$ cat config.mk
export PLATFORM = sky130hd
export DESIGN_NAME = pcm_to_i2s_converter_flat
export DESIGN_NICKNAME = d
export VERILOG_FILES = /design/src/rtl/pcm_to_i2s_converter_if.sv /design/src/rtl/pcm_to_i2s_converter.sv /design/src/flat_wrapper.sv
export SDC_FILE = /design/constraint.sdc
export NUM_CORES = 1
export LEC_CHECK = 0
export ABC_AREA = 1
export ABC_CLOCK_PERIOD_IN_PS = 2400
export BUFFER_PORTS_ARGS = -buffer_cell sky130_fd_sc_hd__buf_2
export CORE_MARGIN = 3
export CORE_UTILIZATION = 55
export CTS_BUF_LIST = sky130_fd_sc_hd__clkbuf_8 sky130_fd_sc_hd__clkbuf_16
export DETAILED_ROUTE_END_ITERATION = 6
export PLACE_DENSITY = 0.85
export SKIP_LAST_GASP = 1
export SLEW_MARGIN = 30
export SYNTH_ARGS = -nofsm -noshare
export SYNTH_HDL_FRONTEND = slang
export SYNTH_SLANG_ARGS = --single-unit
$ cat constraint.sdc
create_clock -name clk -period 2.4 [get_ports clk]
set_input_delay 0.48 -clock clk [delete_from_list [all_inputs] [get_ports clk]]
set_output_delay 0.48 -clock clk [all_outputs]
set_load 0.01 [all_outputs]
$ cat src/rtl/pcm_to_i2s_converter_if.sv
// pcm_to_i2s_converter_if: PCM strobe/data inputs and I2S serial outputs of the transmit path
// master: the converter (takes PCM words, drives bclk/lrclk/i2s_data/sample_req/underrun)
// slave: the PCM source and DAC side
interface pcm_to_i2s_converter_if #(
  parameter int num_of_sample_bits = 24
);
  logic l_din_valid;
  logic r_din_valid;
  logic [num_of_sample_bits-1:0] l_pcm_data;
  logic [num_of_sample_bits-1:0] r_pcm_data;
  logic bclk;
  logic lrclk;
  logic i2s_data;
  logic sample_req;
  logic underrun;
  modport master (
    input  l_din_valid, r_din_valid, l_pcm_data, r_pcm_data,
    output bclk, lrclk, i2s_data, sample_req, underrun
  );
  modport slave (
    output l_din_valid, r_din_valid, l_pcm_data, r_pcm_data,
    input  bclk, lrclk, i2s_data, sample_req, underrun
  );
endinterface

$ cat src/rtl/pcm_to_i2s_converter.sv
// pcm_to_i2s_converter: serializes L/R PCM words as an I2S master stream with divided bclk/lrclk
// clk: system clock; reset_n: synchronous active-low reset
// bus.l/r_din_valid + l/r_pcm_data: load holding registers; bus.bclk/lrclk/i2s_data: I2S stream
// bus.sample_req: frame-start strobe; bus.underrun: a channel was not refreshed since last frame start
module pcm_to_i2s_converter #(
  parameter int num_of_sample_bits = 24,
  parameter int slot_bits = 32,
  parameter int bclk_div = 4
) (
  input logic clk,
  input logic reset_n,
  pcm_to_i2s_converter_if.master bus
);
  localparam int pw = $clog2(2 * slot_bits);
  localparam int dw = $clog2(bclk_div);
  localparam logic [pw-1:0] pos_last = pw'(2 * slot_bits - 1);
  localparam logic [pw-1:0] slot_p = pw'(slot_bits);
  localparam logic [dw-1:0] div_last = dw'(bclk_div - 1);
  logic [dw-1:0] div_cnt;
  logic [pw-1:0] pos, pos_nxt, k_nxt;
  logic [num_of_sample_bits-1:0] l_hold, r_hold, l_word, r_word;
  logic [slot_bits-1:0] slot_sh;
  logic l_fresh, r_fresh, toggle, fall, frame_start, ch_nxt;
  // The slot is laid out as {0, word, zero pad}; shifting it left by k puts slot bit k at the MSB.
  always_comb begin
    toggle = div_cnt == div_last;
    fall = toggle && bus.bclk;
    pos_nxt = pos == pos_last ? '0 : pos + 1'b1;
    ch_nxt = pos_nxt >= slot_p;
    k_nxt = ch_nxt ? pos_nxt - slot_p : pos_nxt;
    frame_start = fall && pos_nxt == '0;
    slot_sh = slot_bits'({1'b0, ch_nxt ? r_word : l_word}) << (slot_bits - 1 - num_of_sample_bits);
    slot_sh = slot_sh << k_nxt;
  end
  always_ff @(posedge clk) begin
    if (!reset_n) begin
      div_cnt <= '0;
      pos <= pos_last;
      bus.bclk <= 1'b0;
      bus.lrclk <= 1'b1;
      bus.i2s_data <= 1'b0;
      bus.sample_req <= 1'b0;
      bus.underrun <= 1'b0;
      l_hold <= '0;
      r_hold <= '0;
      l_word <= '0;
      r_word <= '0;
      l_fresh <= 1'b0;
      r_fresh <= 1'b0;
    end else begin
      div_cnt <= toggle ? '0 : div_cnt + 1'b1;
      if (toggle) bus.bclk <= ~bus.bclk;
      if (fall) begin
        pos <= pos_nxt;
        bus.lrclk <= ch_nxt;
        bus.i2s_data <= slot_sh[slot_bits-1];
      end
      bus.sample_req <= frame_start;
      bus.underrun <= frame_start && !(l_fresh && r_fresh);
      if (frame_start) begin
        l_word <= l_hold;
        r_word <= r_hold;
      end
      if (bus.l_din_valid) l_hold <= bus.l_pcm_data;
      if (bus.r_din_valid) r_hold <= bus.r_pcm_data;
      // a strobe in the frame-start clk survives the clear
      l_fresh <= bus.l_din_valid || (l_fresh && !frame_start);
      r_fresh <= bus.r_din_valid || (r_fresh && !frame_start);
    end
  end
endmodule

$ cat src/flat_wrapper.sv
// flat-port wrapper written by rule: the top's interface ports become plain ports
module pcm_to_i2s_converter_flat 
#(
  parameter int num_of_sample_bits = 24,
  parameter int slot_bits = 32,
  parameter int bclk_div = 4
)
  (clk, reset_n, bus_l_din_valid, bus_r_din_valid, bus_l_pcm_data, bus_r_pcm_data, bus_bclk, bus_lrclk, bus_i2s_data, bus_sample_req, bus_underrun);
  pcm_to_i2s_converter_if #(.num_of_sample_bits(num_of_sample_bits)) bus_i ();
  input logic clk;
  input logic reset_n;
  input wire logic [$bits(bus_i.l_din_valid)-1:0] bus_l_din_valid;
  input wire logic [$bits(bus_i.r_din_valid)-1:0] bus_r_din_valid;
  input wire logic [$bits(bus_i.l_pcm_data)-1:0] bus_l_pcm_data;
  input wire logic [$bits(bus_i.r_pcm_data)-1:0] bus_r_pcm_data;
  output wire logic [$bits(bus_i.bclk)-1:0] bus_bclk;
  output wire logic [$bits(bus_i.lrclk)-1:0] bus_lrclk;
  output wire logic [$bits(bus_i.i2s_data)-1:0] bus_i2s_data;
  output wire logic [$bits(bus_i.sample_req)-1:0] bus_sample_req;
  output wire logic [$bits(bus_i.underrun)-1:0] bus_underrun;
  assign bus_i.l_din_valid = bus_l_din_valid;
  assign bus_i.r_din_valid = bus_r_din_valid;
  assign bus_i.l_pcm_data = bus_l_pcm_data;
  assign bus_i.r_pcm_data = bus_r_pcm_data;
  assign bus_bclk = bus_i.bclk;
  assign bus_lrclk = bus_i.lrclk;
  assign bus_i2s_data = bus_i.i2s_data;
  assign bus_sample_req = bus_i.sample_req;
  assign bus_underrun = bus_i.underrun;
  pcm_to_i2s_converter #(.num_of_sample_bits(num_of_sample_bits), .slot_bits(slot_bits), .bclk_div(bclk_div)) u_core (.clk(clk), .reset_n(reset_n), .bus(bus_i));
endmodule
==> impl_metrics.yaml <==
finish:
  area_growth_pct: 11.3
  n_fill_cell: 711
  drive_gt1_frac: 0.150
  final_cells: 762
  fin_nets: 710
  diodes: 0
  fin_util: 0.641
synthesis:
  syn_avg_cell_area_sq_um: 7.37
  netlist_area_sq_mm: 0.00454
  synthDistinctLibCells: 29
  synthesis.nets: 671
  synth_warnings: 0
  yosys_register_bits: 111
  ys_seq_area_frac: 0.489
  syn-instance-count: 616
detailed_routing:
  wl_mm: 10.1
  drtIter0Drc: 188
  drt_first_pass_iters: 5
  viasPerCell: 5.29
  wl_met1_mm: 4.46
  met2_length_mm: 4.99
  vias: 4034
  route.met3.wl_um: 471
  postRouteAntennaNets: 0
  drc: 0
  top_layer: "met4"
  wire_per_inst_um: 13.2
timing:
  max-slew-margin-rel: 0.677
  worstMarginPinSlew_ns: 0.482
  hold_viol: 0
  fin_crit_ns: 2.16
  grt_setup_unrepaired: "true"
  setup_viol: 0
  max_freq_mhz: 463
  period_share: 0.900
  finClkSkew_ns: 0.0167
  drv_slew: 0
floorplan:
  core_sq_mm: 0.00789
  ios: 57
  die_area_sq_mm: 0.00938
  die_h_um: 96.9
  rows: 32
  initial_core_util: 0.576
  die_x_um: 96.9
cts:
  cts_buffers: 9
  cts_resized: 0
  cts_tree: "done"
  clk_pin_slew_ns: 0.12
  clk_latency_ns: 0.38
  cts_root_buf: "clkbuf_8"
  hold_buffers: 0
  clock_sinks: 111
  post-cts-setup-buffers: 0
  cts-htree-levels: 3
  clk_path_buf_depth: 2
setup_path:
  cp.required_ns: 2.67
  worstPathArrival_ns: 2.43
  endpoint_kind: "flop"
  worstPathMaxFanout: 47
  crit_type: "reg2reg"
  crit_path_start_kind: "flop"
pwr:
  leakage_nw: 2.22
  swShare: 0.259
  p_per_area_mw_per_mm2: 654
  clkPwrFrac: 0.341
  seqPwrFrac: 0.588
  ir_worst_vdd_mv: 0.466
  pwr-share-comb: 0.071
  p_switching_uw: 856
  intPower_mw: 2.45
grt:
  antenna_found_initial: 0
  grt_pass1_vias: 3780
  grt_pass1_wl_mm: 17.5
  grt_max_degree: 61
  grtUsageTotal: 0.221
  grt-ovfl-total: 0
placement:
  gp_congestion: 0.981
  portBuffers: 56
  post-dp-hpwl_mm: 7.33
  dp_cells: 746
job:
  maxCapViolCount: 0
hold_path:
  hold_path_class: "in2reg"
status:
  run_status: "finished, final reports clean"
power by group through the flow:
stage	clock network [mW]	registers (mW)	logic (mW)
floorplan	0	1.98	0.155
global placement	0	1.98	0.224
detailed placement	0	1.99	0.233
CTS	1.15	1.95	0.235
global route	1.24	1.95	0.277
finish	1.13	1.95	0.234
state kept, by name, summed over array words and instances, names as in the netlist:
register and flops:
u_core.bus.underrun 1, u_core.r_hold 24, u_core.l_fresh 1, u_core.bus.lrclk 1, u_core.bus.i2s_data 1, u_core.pos 6, u_core.l_hold 24, u_core.bus.sample_req 1
u_core.r_fresh 1, u_core.r_word 24, u_core.bus.bclk 1, u_core.div_cnt 2, u_core.l_word 24
cells in the final DEF, fill, tap and decap left out, drive strengths merged:
master  Yosys  final
o21a        1      1
nand2      62     62
o21ai      99     99
a22oi       3      3
nor3        4      4
inv        55     61
o21bai      2      2
nor2      149    149
buf        12     65
ha          3      3
nor3b       1      1
a211oi      1      1
a21oi      34     34
nand3b      3      3
clkbuf     25     10
nand3      37     37
nand4       1      1
dfxtp     111    111
o211ai     13     13
synthesized netlist by cell type (all sizes together):
library cell | n | area, sq um
a211oi | 1 | 7.51
a21oi | 34 | 170
a22oi | 3 | 22.5
buf | 12 | 83.8
clkbuf | 25 | 96.3
dfxtp | 111 | 2220
ha | 3 | 37.5
inv | 55 | 206
nand2 | 62 | 250
nand3 | 37 | 190
nand3b | 3 | 22.5
nand4 | 1 | 6.26
nor2 | 149 | 572
nor3 | 4 | 31.3
nor3b | 1 | 7.51
o211ai | 13 | 97.6
o21a | 1 | 7.51
o21ai | 99 | 495
o21bai | 2 | 15.0
final timing paths:
path	endpoint	slack, ns	startpoint	cells after the start
setup / recovery	u_core.r_word[2]	0.24	u_core.pos[0]	11
hold / removal	u_core.l_hold[19]	0.31	bus_l_pcm_data[19]	3
setup reg to reg	u_core.r_word[2]	0.24	u_core.pos[0]	11
hold reg to reg	u_core.div_cnt[0]	0.44	u_core.div_cnt[0]	1
worst max-delay path: stages, from the launching register on:
cell and delay [ns]:
dfxtp_1 0.42, ha_1 0.21, nand2_2 0.10, nor2_4 0.16, inv_1 0.05, nand2_1 0.13, inv_2 0.08, nor3_4 0.21
nand2_4 0.18, buf_12 0.23, o21ai_0 0.20, a21oi_1 0.06
per-stage QoR:
stage | hold slack, ns | TNS, ns | area, sq um | setup slack, ns | power (mW)
2_1_floorplan | 0.404 | 0 | 4540 | 0.656 | 2.13
3_3_place_gp | 0.414 | 0 | 4850 | 0.361 | 2.21
3_5_place_dp | 0.435 | 0 | 4850 | 0.279 | 2.22
4_1_cts | 0.306 | 0 | 5050 | 0.234 | 3.33
5_1_grt | 0.302 | -0.00514 | 5060 | -0.00514 | 3.47
6_report | 0.314 | 0 | 5060 | 0.240 | 3.31
final cells by class:
type	instances	area (sq um)	area share
clock inverters	6	65.1	0.0129
multi-input cells	413	1930	0.382
well taps	102	128	0.0252
flip-flops and latches	111	2220	0.439
clock buffers	10	138	0.0272
inverters	55	206	0.0408
repair buffers	65	364	0.0720
cells by family after synthesis:
family / after synthesis / synth area share
compound gates: 153 / 0.180
fa+ha+maj: 3 / 0.00827
buf+inv: 92 / 0.0851
simple gates: 257 / 0.238
flops: 111 / 0.489
per-layer routing:
| layer | vias to the layer above | track usage |
|---|---|---|
| li1 | 2074 | - |
| met1 | 1859 | 0.281 |
| met2 | 88 | 0.381 |
| met3 | 13 | 0.0519 |
| met4 | 0 | 0.0518 |
| met5 | - | 0 |
(Power assumes the default switching activity.)
